--- config.mk ---
export PLATFORM = sky130hd
export DESIGN_NAME = fifo_push_arbiter_flat
export DESIGN_NICKNAME = d
export VERILOG_FILES = /design/src/rtl/fifo_push_arbiter_if.sv /design/src/rtl/fifo_push_arbiter.sv /design/src/flat_wrapper.sv
export SDC_FILE = /design/constraint.sdc
export NUM_CORES = 1
export LEC_CHECK = 0
export CAP_MARGIN = 25
export CORE_UTILIZATION = 29
export CTS_CLUSTER_DIAMETER = 200
export DETAILED_ROUTE_END_ITERATION = 6
export GPL_TIMING_DRIVEN = 0
export SLEW_MARGIN = 20
export SYNTH_ARGS = -nofsm -noshare
export SYNTH_HDL_FRONTEND = slang
export SYNTH_SLANG_ARGS = --single-unit
--- constraint.sdc ---
create_clock -name clk -period 3.6 [get_ports clk]
set_clock_uncertainty 0.05 [all_clocks]
set_input_delay 0.36 -clock clk [delete_from_list [all_inputs] [get_ports clk]]
set_output_delay 0.36 -clock clk [all_outputs]
set_load 0.01 [all_outputs]
--- src/rtl/fifo_push_arbiter_if.sv ---
// fifo_push_arbiter_if: requester-side and FIFO-write-side signals of the push arbiter
interface fifo_push_arbiter_if #(
  parameter int NUM_REQ = 4,
  parameter int DATA_W  = 4
);
  localparam int IW = $clog2(NUM_REQ);
  logic [NUM_REQ-1:0]        req_valid;
  logic [NUM_REQ*DATA_W-1:0] req_data;
  logic [NUM_REQ-1:0]        req_ready;
  logic                      fifo_full;
  logic                      fifo_push;
  logic [DATA_W-1:0]         fifo_data_in;
  logic                      grant_valid;
  logic [IW-1:0]             grant_id;
  logic                      burst_done;
  logic [15:0]               xfer_count;
  modport master (
    input  req_valid, req_data, fifo_full,
    output req_ready, fifo_push, fifo_data_in, grant_valid, grant_id, burst_done, xfer_count
  );
  modport slave (
    output req_valid, req_data, fifo_full,
    input  req_ready, fifo_push, fifo_data_in, grant_valid, grant_id, burst_done, xfer_count
  );
endinterface

--- src/rtl/fifo_push_arbiter.sv ---
// fifo_push_arbiter: round-robin burst arbiter sharing one FIFO write port among requesters
module fifo_push_arbiter #(
  parameter int NUM_REQ   = 4,
  parameter int DATA_W    = 4,
  parameter int BURST_LEN = 2
) (
  input  logic clk,
  input  logic reset,
  fifo_push_arbiter_if.master bus
);
  localparam int IW = $clog2(NUM_REQ);
  localparam int CW = $clog2(BURST_LEN) + 1;
  typedef enum logic {ARB, LOCK} state_t;
  state_t state, state_n;
  logic [IW-1:0] grant_id, gid_n, winner, idx;
  logic [CW-1:0] burst_cnt, cnt_n;
  logic [15:0] xfer_count;
  logic found, lock, sel_valid, xfer, release_g;
  // first valid requester after the last grant, wrapping
  always_comb begin
    found = 1'b0;
    winner = grant_id;
    idx = '0;
    for (int k = 1; k <= NUM_REQ; k++) begin
      idx = IW'((int'(grant_id) + k) % NUM_REQ);
      if (!found && bus.req_valid[idx]) begin
        found = 1'b1;
        winner = idx;
      end
    end
  end
  assign lock      = state == LOCK;
  assign sel_valid = bus.req_valid[grant_id];
  assign xfer      = lock & sel_valid & ~bus.fifo_full & ~reset;
  assign release_g = lock & ~reset & (~sel_valid | (xfer & (burst_cnt == CW'(BURST_LEN - 1))));
  assign bus.fifo_push    = xfer;
  assign bus.req_ready    = xfer ? NUM_REQ'(1) << grant_id : '0;
  assign bus.fifo_data_in = lock ? bus.req_data[grant_id*DATA_W +: DATA_W] : '0;
  assign bus.grant_valid  = lock;
  assign bus.grant_id     = grant_id;
  assign bus.burst_done   = release_g;
  assign bus.xfer_count   = xfer_count;
  always_comb begin
    state_n = state;
    gid_n = grant_id;
    cnt_n = burst_cnt;
    if (!lock) begin
      state_n = found ? LOCK : ARB;
      gid_n = winner;
      cnt_n = found ? '0 : burst_cnt;
    end else begin
      cnt_n = xfer ? burst_cnt + CW'(1) : burst_cnt;
      state_n = release_g ? ARB : LOCK;
    end
  end
  always_ff @(posedge clk) begin
    if (reset) begin
      state <= ARB;
      grant_id <= IW'(NUM_REQ - 1);
      burst_cnt <= '0;
      xfer_count <= '0;
    end else begin
      state <= state_n;
      grant_id <= gid_n;
      burst_cnt <= cnt_n;
      xfer_count <= xfer_count + 16'(xfer);
    end
  end
endmodule

--- src/flat_wrapper.sv ---
// flat-port wrapper written by rule: the top's interface ports become plain ports
module fifo_push_arbiter_flat 
#(
  parameter int NUM_REQ   = 4,
  parameter int DATA_W    = 4,
  parameter int BURST_LEN = 2
)
  (clk, reset, bus_req_valid, bus_req_data, bus_fifo_full, bus_req_ready, bus_fifo_push, bus_fifo_data_in, bus_grant_valid, bus_grant_id, bus_burst_done, bus_xfer_count);
  fifo_push_arbiter_if #(.NUM_REQ(NUM_REQ), .DATA_W(DATA_W)) bus_i ();
  input  logic clk;
  input  logic reset;
  input wire logic [$bits(bus_i.req_valid)-1:0] bus_req_valid;
  input wire logic [$bits(bus_i.req_data)-1:0] bus_req_data;
  input wire logic [$bits(bus_i.fifo_full)-1:0] bus_fifo_full;
  output wire logic [$bits(bus_i.req_ready)-1:0] bus_req_ready;
  output wire logic [$bits(bus_i.fifo_push)-1:0] bus_fifo_push;
  output wire logic [$bits(bus_i.fifo_data_in)-1:0] bus_fifo_data_in;
  output wire logic [$bits(bus_i.grant_valid)-1:0] bus_grant_valid;
  output wire logic [$bits(bus_i.grant_id)-1:0] bus_grant_id;
  output wire logic [$bits(bus_i.burst_done)-1:0] bus_burst_done;
  output wire logic [$bits(bus_i.xfer_count)-1:0] bus_xfer_count;
  assign bus_i.req_valid = bus_req_valid;
  assign bus_i.req_data = bus_req_data;
  assign bus_i.fifo_full = bus_fifo_full;
  assign bus_req_ready = bus_i.req_ready;
  assign bus_fifo_push = bus_i.fifo_push;
  assign bus_fifo_data_in = bus_i.fifo_data_in;
  assign bus_grant_valid = bus_i.grant_valid;
  assign bus_grant_id = bus_i.grant_id;
  assign bus_burst_done = bus_i.burst_done;
  assign bus_xfer_count = bus_i.xfer_count;
  fifo_push_arbiter #(.NUM_REQ(NUM_REQ), .DATA_W(DATA_W), .BURST_LEN(BURST_LEN)) u_core (.clk(clk), .reset(reset), .bus(bus_i));
endmodule
==> metrics.md, run 1 <==
| Metric | Value |
|---|---|
| Status | finished clean |
| Worst-Skew Late Latency | ~260 ps |
| Worst-path clk slew | 70 ps |
| First-pass GRT wire length | between 5 and 6 mm |
| Max_cap viols | 0 |
| Num Clock Sinks | 21 |
| Vias in the first global route | 1,232 |
| Die H | ~70 um |
| DR DRC count | 0 |
| Worst path slowest cell | clkdlybuf4s50_1 |
| VDD IR max | about 260 uV |
| # diodes | 0 |
| Core area | around 0.0044 sq mm |
| Slew @ Worst Pin | slightly below 500 ps |
| Area contributors post-synth | dfxtp_1, mux4_2, ha_1, and2_1, a21oi_1 |
| Worst EP arrival | about 3200 ps |
| Htree depth | 1 |
| Via Count | roughly 1,300 |
| Pleak | between 0.7 and 0.8 nW |
| Synth area leader | dfxtp_1 |
| Dpl cell area | roughly 0.0019 sq mm |
| Root buffer cell | clkbuf_8 |
| Area delta synth->final | 45.7% |
| Final core utilization | 0.448 |
| Most frequent cells in the layout | clkdlybuf4s50_1, dfxtp_1, o21ai_0, a21oi_1, nor2_1 |
| Row count | 24 |
| Gpl congestion | approximately 0.81 |
| Cts hold-fix bufs | 0 |
| Final setup viols | 0 |
| Initial drt markers | 38 |
| Crit path launch type | input pin |
| Hold crit path type | reg -> reg |
| Antenna violations before repair | 0 |
| Pwr/cell area | roughly 400 mW/mm^2 |
| Pin count of the biggest net entering global routing | 12 |
| Worst EP required | 3740 ps |
| Commonest non-fill, non-tap cell in the layout | clkdlybuf4s50_1 |
| CP Class | in -> reg |
| Critical Path Max Stage Delay | about 590 ps |
| All-Layer GR Usage | 0.142 |
| Seq cells post-synth | 21 |
| Post-synth top area share | 0.310 |
| Total CTS buffers | 3 |
| Ports | 52 |
| Minimum clock period | around 3000 ps |
| GRT overflow | 0 |
| Maximum fanout along the worst path | 9 |
| Post-CTS sizing | 0 |
| RSZ-0062 raised after global routing | no |
| Setup bufs post-CTS | 0 |
| Seq/Total Area, Yosys | 0.310 |
| Post-route cell area | 0.00198 sq mm |
| Syn nets | 175 |
| Clock Path Buffers | 2 |
| CTS tree | done |
| Crit path top cell by count | ha_1 |
| Slew HR | 0.671 |
| Drt pass-1 iters | 4 |
| Post-DR vias/cell | ~5 |
| Crit path cell chain | clkdlybuf4s50_1, mux4_2, and4b_1, buf_6, ha_1, ha_1, nand2_1, or4_1, or3_1, a21oi_1 |
| Routed wire length | approximately 3.3 mm |
| Die X | 70.4 um |
| Routed wire per std cell | about 13 um |
| Final period util | 0.835 |
| DIE AREA | between 0.004 and 0.005 sq mm |
| Synth cell types | 38 |
| Port-buffer cells | 51 |
| Final Hold Vio Count | 0 |
| Post-Syn Area per Cell | between 9 and 10 sq um |
| Synth Warn # | 0 |
| Mapped cell area | 0.00136 sq mm |
| Critical path endpoint category | flop |
| Cell count after synthesis | approximately 140 |
| Post-Route Setup TNS | 0 ps |
| Fmax | between 0.3 and 0.4 GHz |
| Post-DP HPWL | roughly 2.4 mm |
| Final Max Tran Viols | 0 |
| Initial core utilization | 0.308 |
| Number of nets in the layout | ~230 |
| Final ANT Viol Nets | 0 |
| Ratio of cells with drive above 1 in the final layout | 0.0905 |
==> critical path, delay by kind of cell <==
family                     cells  cell delay [ps]
AOI/OAI and AO/OA              1              140
buffers and inverters          2              730
and+or+nand+nor                4             1240
muxes                          1              320
adders and majority gates      2              350
==> cell usage after synthesis (all sizes together) <==
| library cell | instances |
|---|---|
| a21bo | 1 |
| a21oi | 9 |
| nor2 | 9 |
| dfxtp | 21 |
| nor3b | 2 |
| mux4 | 8 |
| nand3 | 8 |
| and3 | 3 |
| nand2b | 1 |
| buf | 3 |
| mux2i | 1 |
| o21ai | 9 |
| nor4 | 2 |
| mux2 | 1 |
| and3b | 1 |
| or4 | 3 |
| or3 | 5 |
| o21bai | 1 |
| ha | 8 |
| inv | 6 |
| a211oi | 1 |
| clkbuf | 3 |
| a221oi | 1 |
| nor3 | 3 |
| a21boi | 2 |
| or4b | 1 |
| nand4b | 1 |
| nand4 | 1 |
| nor2b | 4 |
| and4b | 1 |
| xnor2 | 5 |
| xor2 | 4 |
| and2 | 8 |
| nand3b | 1 |
| nand2 | 6 |
==> stage by stage <==
| step | setup WS, ps | hold WS, ps | instances | power, mW |
|---|---|---|---|---|
| final | 595 | 435 | 251 | 0.800 |
| after global routing | 395 | 455 | 251 | 0.859 |
| after CTS | 609 | 440 | 251 | 0.809 |
| after detailed placement | 349 | 428 | 247 | 0.653 |
| after global placement | 366 | 420 | 247 | 0.653 |
| after floorplan | 934 | 402 | 144 | 0.519 |
==> state kept, by name, indices dropped and copies added, names as in the netlist <==
name                    cells
u_core.bus.xfer_count      16
u_core.bus.grant_valid      1
u_core.burst_cnt            2
u_core.bus.grant_id         2
==> where the power goes <==
| part | leakage (nW) | switching, mW | internal, mW |
|---|---|---|---|
| clock network | 0.0228 | 0.0743 | 0.0788 |
| registers | 0.170 | 0.0235 | 0.247 |
| logic | 0.520 | 0.163 | 0.214 |
| total | 0.713 | 0.261 | 0.539 |
==> cell type report <==
type,instances,area [sq um]
Tap cell,52,65.1
Timing Repair Buffer,51,510
Buffer,6,32.5
Fill cell,432,2440
Inverter,6,22.5
Sequential cell,21,420
Multi-Input combinational cell,111,882
Clock buffer,4,45.0
==> final timing paths <==
check                            start                        end  slack [ps]  cells after the start
max                   bus_req_valid[1]  u_core.bus.xfer_count[14]         600                     10
min          u_core.bus.xfer_count[15]  u_core.bus.xfer_count[15]         440                      2
max reg2reg     u_core.bus.grant_id[1]  u_core.bus.xfer_count[14]         690                     10
min reg2reg  u_core.bus.xfer_count[15]  u_core.bus.xfer_count[15]         440                      2
==> logic make-up after synthesis <==
family / synth area share
and+or+nand+nor: 0.260
DFF: 0.310
muxes: 0.151
xor gates and xnor gates: 0.0581
buffers and inverters: 0.0406
AOI/OAI and AO/OA: 0.107
adders and majority gates: 0.0737
==> layer usage <==
layer	share of wire	GRT usage
met3	0.043	0.0447
met4	0.0034	0.0200
met5	0	0
met1	0.47	0.186
met2	0.48	0.233
(Power assumes the default switching activity.)
==> inputs of run 2 (changes only) <==
==> constraint.sdc (replaced) <==
create_clock -name clk -period 2.47 [get_ports clk]
set_clock_uncertainty 0.05 [all_clocks]
set_input_delay 0.247 -clock clk [delete_from_list [all_inputs] [get_ports clk]]
set_output_delay 0.247 -clock clk [all_outputs]
set_load 0.01 [all_outputs]
==> metrics.md, run 2 (synthesized netlist as in run 1, its figures left out) <==
| Metric | Value |
|---|---|
| Status | finished clean |
| Worst-path clk slew | 80 ps (about the same) |
| Crit path launch type | flop |
| Routed wire per std cell | 13.7 um (+5.1%) |
| Critical path endpoint category | flop |
| Hold crit path type | reg -> reg |
| VDD IR max | 337 uV (+32%) |
| Slew @ Worst Pin | 585 ps (+91.4 ps) |
| Biggest register | u_core.bus.xfer_count |
| Final ANT Viol Nets | 0 (unchanged) |
| All-Layer GR Usage | 0.151 (+0.00878) |
| DIE AREA | 0.00496 sq mm (unchanged) |
| Most frequent cells in the layout | clkdlybuf4s50_1, dfxtp_1, nor2_1 |
| Root buffer cell | clkbuf_8 |
| Final Hold Vio Count | 0 (unchanged) |
| Routed wire length | 3.53 mm (+7.6%) |
| Final worst slack | 16.7 ps (-578 ps) |
| Die H | 70.4 um (unchanged) |
| Max reg flops | 16 (unchanged) |
| Post-route cell area | 0.00212 sq mm (+7.2%) |
| Worst-Skew Late Latency | 260 ps (about the same) |
| Pleak | 0.856 nW (+20%) |
| GRT overflow | 0 (unchanged) |
| Drt pass-1 iters | 4 (unchanged) |
| CTS tree | done |
| Slew HR | 0.610 (-0.0610) |
| Minimum clock period | between 2000 and 2500 ps |
| Ports | 52 (unchanged) |
| Htree depth | 1 (unchanged) |
| Maximum fanout along the worst path | 5 (-4) |
| Worst EP arrival | 2580 ps (-570 ps) |
| Initial drt markers | 62 (+63%) |
| Row count | 24 (unchanged) |
| Post-DR vias/cell | 5.16 (+3.3%) |
| Final setup viols | 0 (unchanged) |
| Port-buffer cells | 51 (unchanged) |
| Core area | 0.00441 sq mm (unchanged) |
| Pin count of the biggest net entering global routing | 13 (+1) |
| Power, Total | 1.25 mW (+56%) |
| Number of nets in the layout | 237 (+2.6%) |
| Ratio of cells with drive above 1 in the final layout | 0.176 (+0.0852) |
| Post-DP HPWL | 2.59 mm (+6.7%) |
| Via Count | 1,325 (+5.7%) |
| Final Non-Filler Cells | 257 (+2.4%) |
| Commonest non-fill, non-tap cell in the layout | clkdlybuf4s50_1 |
| Final period util | 0.993 |
| Worst EP required | 2600 ps (-1140 ps) |
| Biggest registers after layout | u_core.bus.xfer_count (16), u_core.burst_cnt (2), u_core.bus.grant_id (2) |
| # diodes | 0 (unchanged) |
| CP Class | reg -> reg |
| Die X | 70.4 um (unchanged) |
| Pwr/cell area | 589 mW/mm^2 (+46%) |
| Vias in the first global route | 1,296 (+5.2%) |
| Gpl congestion | 0.899 (+11%) |
| Max_cap viols | 0 (unchanged) |
| Placed insts | 247 (unchanged) |
| Hold WS | 426 ps (-9.22 ps) |
| RSZ-0062 raised after global routing | yes |
| Initial core utilization | 0.308 (unchanged) |
| Area delta synth->final | 56.2% |
| Clock Path Buffers | 2 (unchanged) |
| Total CTS buffers | 3 (unchanged) |
| Dpl cell area | 0.00198 sq mm (+2.2%) |
| Antenna violations before repair | 0 (unchanged) |
| Num Clock Sinks | 21 (unchanged) |
| Fmax | 0.408 GHz |
| First-pass GRT wire length | 6.07 mm (+5.4%) |
| DR DRC count | 0 (unchanged) |
| Placement Setup Slack | -553 ps (-902 ps) |
| Final Max Tran Viols | 0 (unchanged) |
-- run 2: cell types whose count changed in the layout (fill, tap and decap cells not counted), moves of 2 or more --
cell / previous run / this run
clkdlybuf4s50_1: 51 / 42
buf_4: 0 / 6
dlymetal6s2s_1: 0 / 5
dlygate4sd2_1: 0 / 4
ha_1: 8 / 4
ha_4: 0 / 4
dfxtp_1: 21 / 19
-- run 2: worst paths after layout --
kind | from | endpoint | slack, ps | cells past startpoint
min reg2reg | u_core.burst_cnt[1] | u_core.burst_cnt[1] | 430 | 2
min | u_core.burst_cnt[1] | u_core.burst_cnt[1] | 430 | 2
max reg2reg | u_core.bus.grant_id[0] | u_core.bus.xfer_count[15] | 20 | 8
max | u_core.bus.grant_id[0] | u_core.bus.xfer_count[15] | 20 | 8
-- run 2: cell type report --
type / count / area [sq um]
timing repair buffer: 57 / 561
inverter: 6 / 22.5
multi-input combinational: 111 / 960
clock buffer: 3 / 41.3
fill: 423 / 2290
buffer: 6 / 41.3
tap: 52 / 65.1
clock inverter: 1 / 5.00
sequential: 21 / 425
-- run 2: layer usage --
metal  global-route usage  wire [um]  part of all wire  up-vias
met5                    0          0                 0        -
met2                0.256       1700              0.48       35
li1                     -          -                 -      648
met4               0.0289         18            0.0051        0
met3               0.0332        157             0.045        2
met1                0.196       1650              0.47      640
-- run 2: power by group --
| group | switching [mW] | internal (mW) | leakage, nW |
|---|---|---|---|
| registers | 0.0229 | 0.365 | 0.170 |
| logic | 0.273 | 0.369 | 0.660 |
| clock network | 0.107 | 0.112 | 0.0255 |
| total | 0.403 | 0.846 | 0.856 |
-- run 2: repair_timing --
action | in CTS | in global routing
gates cloned | 1 | 0
setup endpoints to repair | 10 | 11
resized for setup | 8 | 10
hold buffers | 0 | 0
pin swaps | 3 | 0
setup buffers | 4 | 1
-- run 2: stage by stage --
step                 util  TNS, ps
global route        0.480     -226
detailed placement  0.448    -3250
floorplan               -        0
CTS                 0.469    -8.57
finish              0.480        0
global placement    0.448    -2570
-- run 2: critical path: stages, from the launching register on --
cell and delay (ps):
dfxtp_4 360, mux4_2 340, and4b_1 230, buf_6 140
ha_4 140, and3_4 190, or4b_4 480, or3_1 310
a21oi_1 140
